<file path="config.mk">
export PLATFORM = sky130hd
export DESIGN_NAME = hilo_unit
export DESIGN_NICKNAME = d
export VERILOG_FILES = /design/src/rtl/hilo_pkg.sv /design/src/rtl/hilo_unit.sv
export SDC_FILE = /design/constraint.sdc
export NUM_CORES = 1
export LEC_CHECK = 0
export BUFFER_PORTS_ARGS = -buffer_cell sky130_fd_sc_hd__buf_2
export CAP_MARGIN = 20
export CORE_MARGIN = 1.5
export CORE_UTILIZATION = 50
export DETAILED_ROUTE_END_ITERATION = 7
export PLACE_DENSITY = 0.84
export SYNTH_ARGS = -nofsm -noshare
export SYNTH_HDL_FRONTEND = slang
export SYNTH_SLANG_ARGS = --single-unit
export TNS_END_PERCENT = 30
</file>
<file path="constraint.sdc">
create_clock -name clk -period 10.1 [get_ports clk]
set_input_delay 1.01 -clock clk [delete_from_list [all_inputs] [get_ports clk]]
set_output_delay 1.01 -clock clk [all_outputs]
set_load 0.05 [all_outputs]
</file>
<file path="src/rtl/hilo_pkg.sv">
// Shared types for the HI/LO unit: op encodings, FSM states and default width.
package hilo_pkg;

    localparam int HILO_DW = 32;

    typedef enum logic [2:0] {
        OP_NOP   = 3'd0,
        OP_MULT  = 3'd1,
        OP_MULTU = 3'd2,
        OP_MTHI  = 3'd3,
        OP_MTLO  = 3'd4,
        OP_MFHI  = 3'd5,
        OP_MFLO  = 3'd6
    } hilo_op_t;

    typedef enum logic {
        IDLE = 1'b0,
        BUSY = 1'b1
    } hilo_state_t;

endpackage

</file>
<file path="src/rtl/hilo_unit.sv">
// HI/LO architectural registers with multiplier issue/capture and EX stall interlock.
// Optional macro HILO_BYPASS_EN forwards the product to MFHI/MFLO in the capture cycle.
module hilo_unit
    import hilo_pkg::*;
#(
    parameter int DW       = HILO_DW,
    parameter int MULT_LAT = 1
) (
    input  logic            clk,
    input  logic            rst,
    input  logic            ex_valid,
    input  logic [2:0]      ex_op,
    input  logic [DW-1:0]   rs_val,
    input  logic [DW-1:0]   rt_val,
    output logic            stall,
    output logic [DW-1:0]   rd_data,
    output logic            busy,
    output logic            mult_start,
    output logic            mult_is_signed,
    output logic [DW-1:0]   mult_a,
    output logic [DW-1:0]   mult_b,
    input  logic [2*DW-1:0] mult_s
);

    localparam int CW = $clog2(MULT_LAT + 1);

    hilo_state_t   state, state_d;
    logic [CW-1:0] cnt, cnt_d;
    logic [DW-1:0] hi, hi_d, lo, lo_d;
    logic [DW-1:0] a_d, b_d;
    logic          start_d, signed_d;
    logic          is_mul, is_mf, is_cls;
    logic          cap, fwd, accept;

    always_comb begin
        is_mul = (ex_op == OP_MULT) || (ex_op == OP_MULTU);
        is_mf  = (ex_op == OP_MFHI) || (ex_op == OP_MFLO);
        is_cls = is_mul || is_mf || (ex_op == OP_MTHI) || (ex_op == OP_MTLO);
    end

    // Capture cycle: the product on mult_s is valid and is written at the coming edge.
    assign cap = (state == BUSY) && (cnt == '0);

`ifdef HILO_BYPASS_EN
    assign fwd = cap;
`else
    assign fwd = 1'b0;
`endif

    assign stall  = ex_valid && (state == BUSY) && is_cls && !(fwd && is_mf);
    assign accept = ex_valid && !stall;
    assign busy   = (state == BUSY);

    always_comb begin
        rd_data = '0;
        if (accept && (ex_op == OP_MFHI)) begin
            rd_data = fwd ? mult_s[2*DW-1:DW] : hi;
        end else if (accept && (ex_op == OP_MFLO)) begin
            rd_data = fwd ? mult_s[DW-1:0] : lo;
        end
    end

    always_comb begin
        state_d  = state;
        cnt_d    = cnt;
        hi_d     = hi;
        lo_d     = lo;
        start_d  = 1'b0;
        signed_d = mult_is_signed;
        a_d      = mult_a;
        b_d      = mult_b;
        case (state)
            IDLE: begin
                if (accept) begin
                    case (ex_op)
                        OP_MULT, OP_MULTU: begin
                            a_d      = rs_val;
                            b_d      = rt_val;
                            signed_d = (ex_op == OP_MULT);
                            start_d  = 1'b1;
                            cnt_d    = CW'(MULT_LAT);
                            state_d  = BUSY;
                        end
                        OP_MTHI: hi_d = rs_val;
                        OP_MTLO: lo_d = rs_val;
                        default: ;
                    endcase
                end
            end
            BUSY: begin
                if (cnt != '0) begin
                    cnt_d = cnt - CW'(1);
                end else begin
                    hi_d    = mult_s[2*DW-1:DW];
                    lo_d    = mult_s[DW-1:0];
                    state_d = IDLE;
                end
            end
            default: state_d = IDLE;
        endcase
    end

    // Asynchronous reset also drops any product still in flight.
    always_ff @(posedge clk or posedge rst) begin
        if (rst) begin
            state          <= IDLE;
            cnt            <= '0;
            hi             <= '0;
            lo             <= '0;
            mult_start     <= 1'b0;
            mult_is_signed <= 1'b0;
            mult_a         <= '0;
            mult_b         <= '0;
        end else begin
            state          <= state_d;
            cnt            <= cnt_d;
            hi             <= hi_d;
            lo             <= lo_d;
            mult_start     <= start_d;
            mult_is_signed <= signed_d;
            mult_a         <= a_d;
            mult_b         <= b_d;
        end
    end

endmodule

</file>
==> run summary <==
The routed design uses 1.07 mm of met3 wire. Row generation in the floorplan step produced 40 rows. The mapped netlist covers 6130 µm².

The warning count from the yosys run was 0. TritonCTS built the clock tree. Across all register-to-register paths, the minimum setup slack is 7370 ps. On the final layout, the worst clock skew is 8.51 ps. The I/O pin count is 234, and the count of nets after finishing is 905. The highest layer touched by signal routing is met4. Global-route wire length before repair: 24.4 mm. For the pin with the worst max-slew slack, the measured transition is 1020 ps.

The final standard cell count with taps included and fillers excluded was 927. The repair_antennas step left the layout with diodes totalling 0. Before antenna repair, the detailed router went through 4 iterations. The placer congestion estimate is 0.843.

For the worst-skew pair, the clock arrives at the later sink with an insertion delay of 420 ps. The die extent in y was 114 µm. The count of buffers inserted at the top-level ports works out to 233. Of the available clock period, the critical path in the final layout requires 38.5%. The final route contains 4,919 vias. For the area of the die, the log shows 12,900 µm². The max-capacitance violation count was 0; the number of buffers inserted to repair setup after CTS was 0. For this run, the register share of the synthesized area comes to 53.9%. The tools report the leakage power total as 4.00 nW.

Entering global routing, the biggest net connects 103 pins. Clock transition at the registers of the reported paths: 60 ps. The via count of the first global-routing pass is 5,075, and the register bit total from synthesis is 132. In this run, the number of DRC markers left after iteration 0 of detailed routing was 284. Endpoint type of the worst setup path: an output pin. The layout has 832 filler cells. CTS placed an instance of clkbuf_16 at the clock tree root. Along the worst path, the maximum fanout reaches 102.

In this run, post-CTS hold repair placed 0 buffers. The endpoint arrival time on the critical path was 2880 ps. The total of endpoints with negative setup slack in the final report was 0. The tools report the initial core utilization as 51.2%.

For the number of pins with negative max-slew slack in the final report, the log shows 0. The HPWL after detailed placement came out at 10.5 mm. Counting distinct cell types in the post-synthesis netlist gives 22.

The detail-routed via count per cell was 5.31; the count of nets left with antenna violations after detail routing was 0. The number of antenna violations at the first check in global routing is 0. After detailed routing, the number of remaining DRC violations is 0.

The worst setup path is launched from a flip-flop. Leaving out fill and tap cells, the most frequent cells in the layout are buf_2, dfrtp_1, nand2_1. Dividing total power by cell area gives a power density of 280 nW/µm².

CTS built an H-tree with a depth of 4. Across all hold checks on the routed design, the worst slack comes to 487 ps. The cell count after placement is 894. Measured against its own limit, the worst slew margin works out to 31.6%. By startpoint and endpoint, the worst setup path is classified as flip-flop to output pin. For the leftover overflow at the end of global routing, the log shows 0. The tightest min-delay check is of the flip-flop to flip-flop type. In the final layout, the share of cells above drive strength 1 is 49.1%. For the number of instances in the synthesized netlist, the log shows 544.

The logs give 15.4 mm for the overall routed net length and 6.12 mm for the total routed wire length on the met1 layer. For the clock tree buffer depth, the log shows 2. Setup repair after global routing left no endpoint under its margin. The run finished with clean final reports. Static timing analysis puts the maximum clock frequency at 257 MHz.

The relative area change from synthesis to final layout is 30.6%. For the number of buffers created by CTS, the log shows 17. The die is 114 µm wide.

STA puts the critical path data required time at 9090 ps. VDD sags by at most 0.187 mV. Mean post-synth cell area: 11.3 µm².

In the final timing run, aggregate negative setup slack is 0 ps. The logs give 8000 µm² for the cell area after layout and 7.85 mm for the met2 wire length. Dividing the detail-routed wire length by the instance count gives 16.6 µm.

The final number of hold-violating endpoints was 0; the post-detailed-placement cell area was 7400 µm². The total nets after synthesis was 682. The total global routing track utilization was 24.5%; the number of sinks handled by clock tree synthesis was 132. The time the worst path needs with I/O delays and setup came out at 3890 ps. The library cell used most frequently in the layout, excluding fill and tap cells, is buf_2.

The number of gates resized after CTS was 0. The region available for standard cell placement spans 12,000 µm².
final timing paths:
path	from	endpoint	cells after the start
worst min-delay path	mult_b[2]$_DFFE_PP0P_	mult_b[2]$_DFFE_PP0P_	1
max in group asynchronous	rst	busy$_DFF_PP0_	3
min in group asynchronous	rst	mult_a[27]$_DFFE_PP0P_	2
worst max register to register	busy$_DFF_PP0_	hi[22]$_DFFE_PP0P_	4
worst min register to register	mult_b[2]$_DFFE_PP0P_	mult_b[2]$_DFFE_PP0P_	1
worst max-delay path	busy$_DFF_PP0_	rd_data[24]	5
sequential cells by signal, summed over array words and instances, names as in the netlist:
name	flops
hi	32
mult_start	1
cnt	1
lo	32
mult_is_signed	1
mult_b	32
busy	1
mult_a	32
layout make-up:
| class | instances | area [µm²] | share of cell area, % |
|---|---|---|---|
| clock buffer | 20 | 447 | 5.58 |
| clock inverter | 12 | 133 | 1.66 |
| inverter | 5 | 21.3 | 0.266 |
| multi-input combinational | 372 | 2680 | 33.5 |
| sequential | 132 | 3300 | 41.3 |
| tap | 147 | 184 | 2.30 |
| timing repair buffer | 239 | 1230 | 15.4 |
report_power, final:
part	total [mW]	internal (mW)	leakage, nW	switching (mW)
clock	0.597	0.369	0.276	0.228
sequential	0.848	0.738	1.56	0.110
combinational	0.795	0.280	2.16	0.515
synthesized netlist by cell type (all sizes together):
cell type	instances	area share, %
a22oi	32	3.9
ha	4	0.82
o22a	1	0.14
nor3	1	0.16
and3b	1	0.14
o22ai	1	0.20
nor2b	1	0.10
nand2	130	8.0
a41oi	1	0.14
and2	1	0.10
buf	15	1.3
clkbuf	20	1.2
inv	5	0.31
dfrtp	132	54
a31oi	1	0.10
nor2	33	2.0
nand2b	34	3.5
a21o	2	0.24
mux2	129	24
critical path: stages, from the launching register on:
cell and delay (ps):
dfrtp_2 330, buf_4 670, nor2b_1 190, a41oi_4 860, nor2_1 140, buf_2 260
stage by stage:
| stage | utilization, % | total power, mW | setup slack [ps] |
|---|---|---|---|
| final | 66.9 | 2.24 | 6210 |
| after global routing | 66.9 | 2.34 | 6000 |
| after CTS | 66.7 | 2.25 | 6210 |
| after detailed placement | 61.8 | 1.65 | 6290 |
| after global placement | 61.8 | 1.60 | 6400 |
| after floorplan | - | 1.44 | 5560 |
layer usage:
| layer | GRT usage, % | vias up |
|---|---|---|
| met4 | 10.8 | 0 |
| met5 | 0 | - |
| met2 | 42.3 | 217 |
| met1 | 28.7 | 2385 |
| li1 | - | 2286 |
| met3 | 6.64 | 31 |
cells by family (layout without fill, tap and decap cells):
kind of cell | Yosys count | after routing | share of synthesized area [%]
fa+ha+maj | 4 | 4 | 0.817
buf+inv | 40 | 276 | 2.86
compound gates | 38 | 38 | 4.76
simple gates | 201 | 201 | 14.0
flops | 132 | 132 | 53.9
mux | 129 | 129 | 23.7
Note: power is estimated with default switching activity, not from simulation.
